### src/rtl/fpu_pkg.sv
// Shared definitions for the FPU issue/writeback slice: op codes, FSM states,
// and op classification.
package fpu_pkg;

    localparam logic [3:0] OP_ADD     = 4'b0000;
    localparam logic [3:0] OP_CVT_F2I = 4'b0001;
    localparam logic [3:0] OP_CVT_I2F = 4'b0010;
    localparam logic [3:0] OP_MUL     = 4'b0011;
    localparam logic [3:0] OP_CMP     = 4'b0100;
    localparam logic [3:0] OP_MINMAX  = 4'b0101;
    localparam logic [3:0] OP_CLASS   = 4'b0110;
    localparam logic [3:0] OP_NONE    = 4'b1111;

    typedef enum logic [1:0] {
        S_IDLE = 2'd0,
        S_BUSY = 2'd1,
        S_WB   = 2'd2
    } state_t;

    // Ops that occupy the external datapath for a fixed latency.
    function automatic logic is_arith(input logic [3:0] op);
        return (op <= OP_CLASS);
    endfunction

endpackage

### src/rtl/fpu_lat_lookup.sv
// Combinational op code to datapath latency map; each LAT_* must be 1..7.
module fpu_lat_lookup
    import fpu_pkg::*;
#(
    parameter int unsigned LAT_ADD   = 3,
    parameter int unsigned LAT_CVT   = 2,
    parameter int unsigned LAT_MUL   = 4,
    parameter int unsigned LAT_SMALL = 1
) (
    input  logic [3:0] op_code,
    output logic [2:0] lat
);

    always_comb begin
        lat = 3'd1;
        unique case (op_code)
            OP_ADD:                        lat = 3'(LAT_ADD);
            OP_CVT_F2I, OP_CVT_I2F:        lat = 3'(LAT_CVT);
            OP_MUL:                        lat = 3'(LAT_MUL);
            OP_CMP, OP_MINMAX, OP_CLASS:   lat = 3'(LAT_SMALL);
            default:                       lat = 3'd1;
        endcase
    end

endmodule

### src/rtl/fpu_issue_ctrl.sv
// Issue/writeback controller: latches one decoded FP op, runs the external
// datapath for its latency, then emits a single registered writeback.
module fpu_issue_ctrl
    import fpu_pkg::*;
#(
    parameter int unsigned LAT_ADD   = 3,
    parameter int unsigned LAT_CVT   = 2,
    parameter int unsigned LAT_MUL   = 4,
    parameter int unsigned LAT_SMALL = 1
) (
    input  logic        clk,
    input  logic        rst_n,
    input  logic        in_valid,
    output logic        in_ready,
    input  logic [3:0]  fpu_decode,
    input  logic        freg_write,
    input  logic        integer_reg_write,
    input  logic        mov_from_freg,
    input  logic        mov_from_ireg,
    input  logic        mov_from_float_result,
    input  logic        mov_int_to_fpu,
    input  logic [4:0]  rd,
    input  logic [31:0] src_a,
    input  logic [31:0] src_b,
    input  logic        flush,
    output logic [3:0]  op_code,
    output logic [31:0] op_a,
    output logic [31:0] op_b,
    output logic        op_start,
    input  logic [31:0] fpu_result,
    output logic        wb_valid,
    output logic        wb_freg_we,
    output logic        wb_ireg_we,
    output logic [4:0]  wb_rd,
    output logic [31:0] wb_data,
    output logic        illegal_op
);

    state_t      state_q, state_d;
    logic [2:0]  cnt_q, cnt_d;
    logic [2:0]  lat;
    logic [4:0]  rd_q;
    logic        freg_q, ireg_q;
    logic        accept, enter_wb, start_d, illegal_d;
    logic        wb_freg_d, wb_ireg_d;
    logic [4:0]  wb_rd_d;
    logic [31:0] wb_data_d;

    // Operand-source hints are resolved upstream in src_a; nothing to do here.
    logic unused_flags;
    assign unused_flags = mov_from_float_result ^ mov_int_to_fpu;

    fpu_lat_lookup #(
        .LAT_ADD   (LAT_ADD),
        .LAT_CVT   (LAT_CVT),
        .LAT_MUL   (LAT_MUL),
        .LAT_SMALL (LAT_SMALL)
    ) u_lat (
        .op_code (fpu_decode),
        .lat     (lat)
    );

    assign in_ready = (state_q != S_BUSY);

    always_comb begin
        state_d   = state_q;
        cnt_d     = cnt_q;
        start_d   = 1'b0;
        illegal_d = 1'b0;
        enter_wb  = 1'b0;
        accept    = in_valid & in_ready;
        wb_freg_d = freg_q & ~ireg_q;
        wb_ireg_d = ireg_q;
        wb_rd_d   = rd_q;
        wb_data_d = fpu_result;
        unique case (state_q)
            S_BUSY: begin
                cnt_d = cnt_q - 3'd1;
                if (cnt_q == 3'd1) begin
                    state_d  = S_WB;
                    enter_wb = 1'b1;
                end
            end
            default: begin
                state_d = S_IDLE;
                if (accept) begin
                    if (is_arith(fpu_decode)) begin
                        state_d = S_BUSY;
                        cnt_d   = lat;
                        start_d = 1'b1;
                    end else if (fpu_decode == OP_NONE && (mov_from_freg || mov_from_ireg)) begin
                        // Moves bypass the latch and write back straight from the inputs.
                        state_d   = S_WB;
                        enter_wb  = 1'b1;
                        wb_freg_d = freg_write & ~integer_reg_write;
                        wb_ireg_d = integer_reg_write;
                        wb_rd_d   = rd;
                        wb_data_d = src_a;
                    end else begin
                        illegal_d = 1'b1;
                    end
                    if (freg_write && integer_reg_write) illegal_d = 1'b1;
                end
            end
        endcase
        if (flush) begin
            state_d   = S_IDLE;
            cnt_d     = '0;
            start_d   = 1'b0;
            illegal_d = 1'b0;
            enter_wb  = 1'b0;
        end
    end

    always_ff @(posedge clk or negedge rst_n) begin
        if (!rst_n) begin
            state_q <= S_IDLE;
            cnt_q   <= '0;
        end else begin
            state_q <= state_d;
            cnt_q   <= cnt_d;
        end
    end

    always_ff @(posedge clk or negedge rst_n) begin
        if (!rst_n) begin
            op_code    <= OP_NONE;
            op_a       <= '0;
            op_b       <= '0;
            rd_q       <= '0;
            freg_q     <= 1'b0;
            ireg_q     <= 1'b0;
            op_start   <= 1'b0;
            illegal_op <= 1'b0;
            wb_valid   <= 1'b0;
            wb_freg_we <= 1'b0;
            wb_ireg_we <= 1'b0;
            wb_rd      <= '0;
            wb_data    <= '0;
        end else begin
            op_start   <= start_d;
            illegal_op <= illegal_d;
            wb_valid   <= enter_wb;
            wb_freg_we <= enter_wb & wb_freg_d;
            wb_ireg_we <= enter_wb & wb_ireg_d;
            if (enter_wb) begin
                wb_rd   <= wb_rd_d;
                wb_data <= wb_data_d;
            end
            if (accept && !flush) begin
                op_code <= fpu_decode;
                op_a    <= src_a;
                op_b    <= src_b;
                rd_q    <= rd;
                freg_q  <= freg_write;
                ireg_q  <= integer_reg_write;
            end
        end
    end

endmodule

### config.mk
export PLATFORM = sky130hd
export DESIGN_NAME = fpu_issue_ctrl
export DESIGN_NICKNAME = d
export VERILOG_FILES = /design/src/rtl/fpu_pkg.sv /design/src/rtl/fpu_lat_lookup.sv /design/src/rtl/fpu_issue_ctrl.sv
export SDC_FILE = /design/constraint.sdc
export NUM_CORES = 1
export LEC_CHECK = 0
export ABC_CLOCK_PERIOD_IN_PS = 1600
export BUFFER_PORTS_ARGS = -buffer_cell sky130_fd_sc_hd__buf_2
export CORE_MARGIN = 4
export CORE_UTILIZATION = 35
export CTS_CLUSTER_DIAMETER = 30
export DETAILED_ROUTE_END_ITERATION = 8
export PLACE_DENSITY = 0.71
export REMOVE_ABC_BUFFERS = 1
export SETUP_SLACK_MARGIN = 0.3
export SLEW_MARGIN = 25
export SYNTH_ARGS = -nofsm -noshare
export SYNTH_HDL_FRONTEND = slang
export SYNTH_HIERARCHICAL = 1
export SYNTH_SLANG_ARGS = --single-unit
### constraint.sdc
create_clock -name clk -period 1.6 [get_ports clk]
set_clock_uncertainty 0.05 [all_clocks]
set_input_delay 0.24 -clock clk [delete_from_list [all_inputs] [get_ports clk]]
set_output_delay 0.24 -clock clk [all_outputs]
set_load 0.1 [all_outputs]
==> results.py <==
metrics = {
    "sta": {
        "tightest_slew_ps": 524.4,
        "finalHoldViolCount": 0,
        "slew_headroom": 0.6467,
        "post-route-worst-setup-slack_ps": -150.1,
        "fin_crit_ps": 1750,
        "period_share": 1.094,
        "timing.final.max_slew_violations": 0,
        "max_clock_freq_mhz": 571.4,
        "rsz0062_at_grt": "true",
        "setup_viol": 108,
    },
    "yosys": {
        "netlist_top_cells_count": "sky130_fd_sc_hd__dfrtp_1 (118), sky130_fd_sc_hd__mux2_2 (75), sky130_fd_sc_hd__inv_1 (41)",
        "yosys_warnings": 6,
        "ys_top_cells_by_area": "sky130_fd_sc_hd__dfrtp_1 (55%), sky130_fd_sc_hd__mux2_2 (16%), sky130_fd_sc_hd__o32ai_2 (9.0%)",
        "yosys.area.top_type": "sky130_fd_sc_hd__dfrtp_1",
        "postSynthCellCount": 382,
        "avgSynthCellArea_um2": 14.13,
        "yosys_most_used_dff": "sky130_fd_sc_hd__dfrtp_1",
        "synth_cell_type_count": 32,
        "synth-edff-count": 0,
        "postSynth.asyncResetShare": 1.000,
        "syn_area_um2": 5399,
        "synthDominantCellAreaShare": 0.5469,
        "ys_ff_latch": 122,
        "ys_seq_area_frac": 0.5664,
        "yosys.cell_count.top_type": "sky130_fd_sc_hd__dfrtp_1",
    },
    "setup_path": {
        "worst_setup_path_startpoint": "cnt_q[1]$_DFFE_PN0P_",
        "setup.worst_path.end_class": "flop",
        "startpoint_type": "flop",
        "r2r_end": "wb_data[27]$_DFFE_PN0P_",
        "worstSetupEndpoint": "wb_data[27]$_DFFE_PN0P_",
        "critical_path.reg2reg.startpoint": "cnt_q[1]$_DFFE_PN0P_",
        "cp.arrival_ps": 2020,
        "timing.setup.critical_path_class": "flop to flop",
        "worst-path-max-fanout": 20,
        "required_ps": 1870,
        "worst-r2r-cell-count": 7,
        "reg2reg_slack_ps": -150,
    },
    "cts": {
        "cts.sinks": 122,
        "clk_pin_slew_ps": 60,
        "tritoncts_clock_tree": "yes",
        "cts_inserted_buffers": 17,
        "cts-root-to-sink-buffers": 2,
        "cts.htree.levels": 4,
        "root_buffer": "sky130_fd_sc_hd__clkbuf_16",
        "clkLatencyLatePin_ps": 410,
    },
    "route": {
        "drtPass1Iterations": 6,
        "antenna_left": 0,
        "route.detailed.drc": 0,
        "post_drt_via_cell_ratio": 5.118,
        "via_count": 4790,
        "wirelength_um": 22570,
        "initialDrtViolationCount": 188,
        "drt-wirelength-per-cell_um": 24.11,
    },
    "finish": {
        "n_fill_cell": 828,
        "post-route-util": 0.7458,
        "final-seq-area_um2": 3059,
        "design.final.nets": 852,
        "areaGrowthSynthToFinish_pct": 109.2,
        "antenna_cells": 0,
        "drive_gt1_frac": 0.7219,
        "multiInputGateArea_um2": 2774,
    },
    "worst_hold_path": {
        "timing.hold.worst.start": "src_b[4]",
        "timing.hold.worst.class": "input port to flop",
    },
    "grt": {
        "gr_overflow_total": 0,
        "grtUsageTotal": 0.2265,
        "grt_pass1_vias": 5326,
        "grt_pass1_wl_um": 30640,
        "pin_count_of_the_biggest_net_entering_global_routing": 57,
        "antenna_found_initial": 0,
    },
    "outcome": {
        "status": "complete, but fails checks",
        "violations_in_the_final_reports": "negative setup slack",
    },
    "floorplanning": {
        "floorplan.die_area_um2": 17480,
        "chipHeight_um": 132.2,
        "starting_density_of_the_core": 0.3565,
        "core.rowCount": 45,
        "die_width_um": 132.2,
        "core_region_area_um2": 15150,
        "io_pins": 226,
    },
    "placed_design": {
        "detailedPlacementHpwl_um": 9925,
        "replace_congestion": 0.7619,
        "numPortBuffers": 223,
    },
    "power_and_ir_drop": {
        "leakagePower_uw": 0.005276,
        "post-layout-total-power_uw": 19560,
        "powerDensity_nw_per_um2": 1731,
        "vdd.ir_drop.worst_uv": 1040,
    },
    "job": {
        "cap_violations": 0,
    },
}
[critical path, stage by stage (launching register included)]
cell and delay, ps:
sky130_fd_sc_hd__dfrtp_1 390, sky130_fd_sc_hd__inv_2 80, sky130_fd_sc_hd__ha_4 130, sky130_fd_sc_hd__nand2b_4 50, sky130_fd_sc_hd__or3_4 350, sky130_fd_sc_hd__a21boi_4 190, sky130_fd_sc_hd__buf_12 190, sky130_fd_sc_hd__a21oi_1 200
[routing by layer]
metal,GRT usage,vias up,routed length (um)
met1,0.2428,2468,8106
li1,-,2093,-
met4,0.08199,0,524
met2,0.4299,193,12910
met5,0,-,0
met3,0.05534,36,1030
[cell type report]
cell class | instances | area share
flip-flops and latches | 122 | 0.2708
repair buffers | 359 | 0.3953
multi-input cells | 193 | 0.2456
clock inverters | 15 | 0.01562
clock buffers | 17 | 0.03766
inverters | 42 | 0.01418
well taps | 188 | 0.02082
[through the flow]
stage | hold slack (ps) | cells | worst slack, ps | TNS, ps | cell area [um^2]
after floorplan | -105.6 | 357 | -3181 | -298520 | 5207
after global routing | 4.690 | 936 | -209.7 | -11750 | 11300
after global placement | 72.01 | 793 | -63.49 | -1830 | 6909
after CTS | 0.8410 | 881 | -112.4 | -5185 | 10190
final | 19.04 | 936 | -150.1 | -6489 | 11300
after detailed placement | 74.60 | 793 | -137.8 | -4661 | 6909
[layout by cell type (no fill, tap or decap), types with 2 or more instances in the layout]
cell type | Yosys | layout
sky130_fd_sc_hd__buf_12 | 0 | 124
sky130_fd_sc_hd__dfrtp_1 | 118 | 117
sky130_fd_sc_hd__buf_2 | 12 | 111
sky130_fd_sc_hd__mux2_4 | 0 | 75
sky130_fd_sc_hd__buf_4 | 4 | 68
sky130_fd_sc_hd__inv_1 | 41 | 38
sky130_fd_sc_hd__o32ai_4 | 0 | 33
sky130_fd_sc_hd__a21oi_2 | 31 | 32
sky130_fd_sc_hd__clkbuf_16 | 0 | 22
sky130_fd_sc_hd__dlygate4sd3_1 | 0 | 21
sky130_fd_sc_hd__buf_16 | 0 | 13
sky130_fd_sc_hd__buf_6 | 9 | 13
sky130_fd_sc_hd__a21oi_1 | 9 | 7
sky130_fd_sc_hd__clkinvlp_4 | 0 | 6
sky130_fd_sc_hd__a211oi_2 | 0 | 4
sky130_fd_sc_hd__o32ai_2 | 30 | 4
sky130_fd_sc_hd__dfstp_2 | 4 | 4
sky130_fd_sc_hd__inv_2 | 0 | 3
sky130_fd_sc_hd__nor2_1 | 5 | 3
sky130_fd_sc_hd__nand2_1 | 4 | 3
sky130_fd_sc_hd__clkinv_2 | 0 | 3
sky130_fd_sc_hd__bufinv_16 | 0 | 3
sky130_fd_sc_hd__buf_8 | 0 | 3
sky130_fd_sc_hd__and3_1 | 2 | 2
sky130_fd_sc_hd__nand3b_1 | 2 | 2
sky130_fd_sc_hd__and2_1 | 2 | 2
sky130_fd_sc_hd__nand4_1 | 2 | 2
sky130_fd_sc_hd__a31oi_1 | 2 | 2
sky130_fd_sc_hd__nor2_2 | 0 | 2
sky130_fd_sc_hd__o21ai_1 | 0 | 2
sky130_fd_sc_hd__nor3_1 | 3 | 2
sky130_fd_sc_hd__clkinv_4 | 0 | 2
[sequential cells by signal, summed over array words and instances, names as in the netlist]
register / cells
rd_q: 5
state_q: 2
op_a: 32
wb_ireg_we: 1
wb_freg_we: 1
freg_q: 1
op_code: 4
wb_data: 32
ireg_q: 1
cnt_q: 3
op_start: 1
wb_rd: 5
wb_valid: 1
illegal_op: 1
op_b: 32
[how the worst min path moves through the flow]
stage                           end  slack (ps)  depth (start not counted)
4_1_cts         op_b[6]$_DFFE_PN0P_         0.8                          2
5_1_grt         op_b[3]$_DFFE_PN0P_           5                          2
6_report        op_b[4]$_DFFE_PN0P_          20                          2
2_1_floorplan  cnt_q[0]$_DFFE_PN0P_        -110                          0
3_5_place_dp   op_a[19]$_DFFE_PN0P_          70                          1
3_3_place_gp   op_a[15]$_DFFE_PN0P_          70                          1
[where the power goes]
part / total [uW] / internal, uW / switching [uW]
sequential: 4730 / 3840 / 888
combinational: 10900 / 4230 / 6690
clock: 3910 / 2450 / 1470
[logic make-up (layout without fill, tap and decap cells)]
kind of cell	count (synthesis)	after routing	synth area share
AOI/OAI and AO/OA	90	90	0.1791
DFF	122	122	0.5664
buffers and inverters	67	433	0.06512
muxes	75	75	0.1564
and+or+nand+nor	26	26	0.02827
adders and majority gates	2	2	0.004634
[what timing repair did]
action,in CTS,in global routing
hold buffers,21,0
cloned,12,7
resized for setup,465,167
endpoints found under the hold margin,138,0
setup buffers,23,48
endpoints found under the setup margin,231,232
pin swaps,28,17
(Power assumes the default switching activity.)
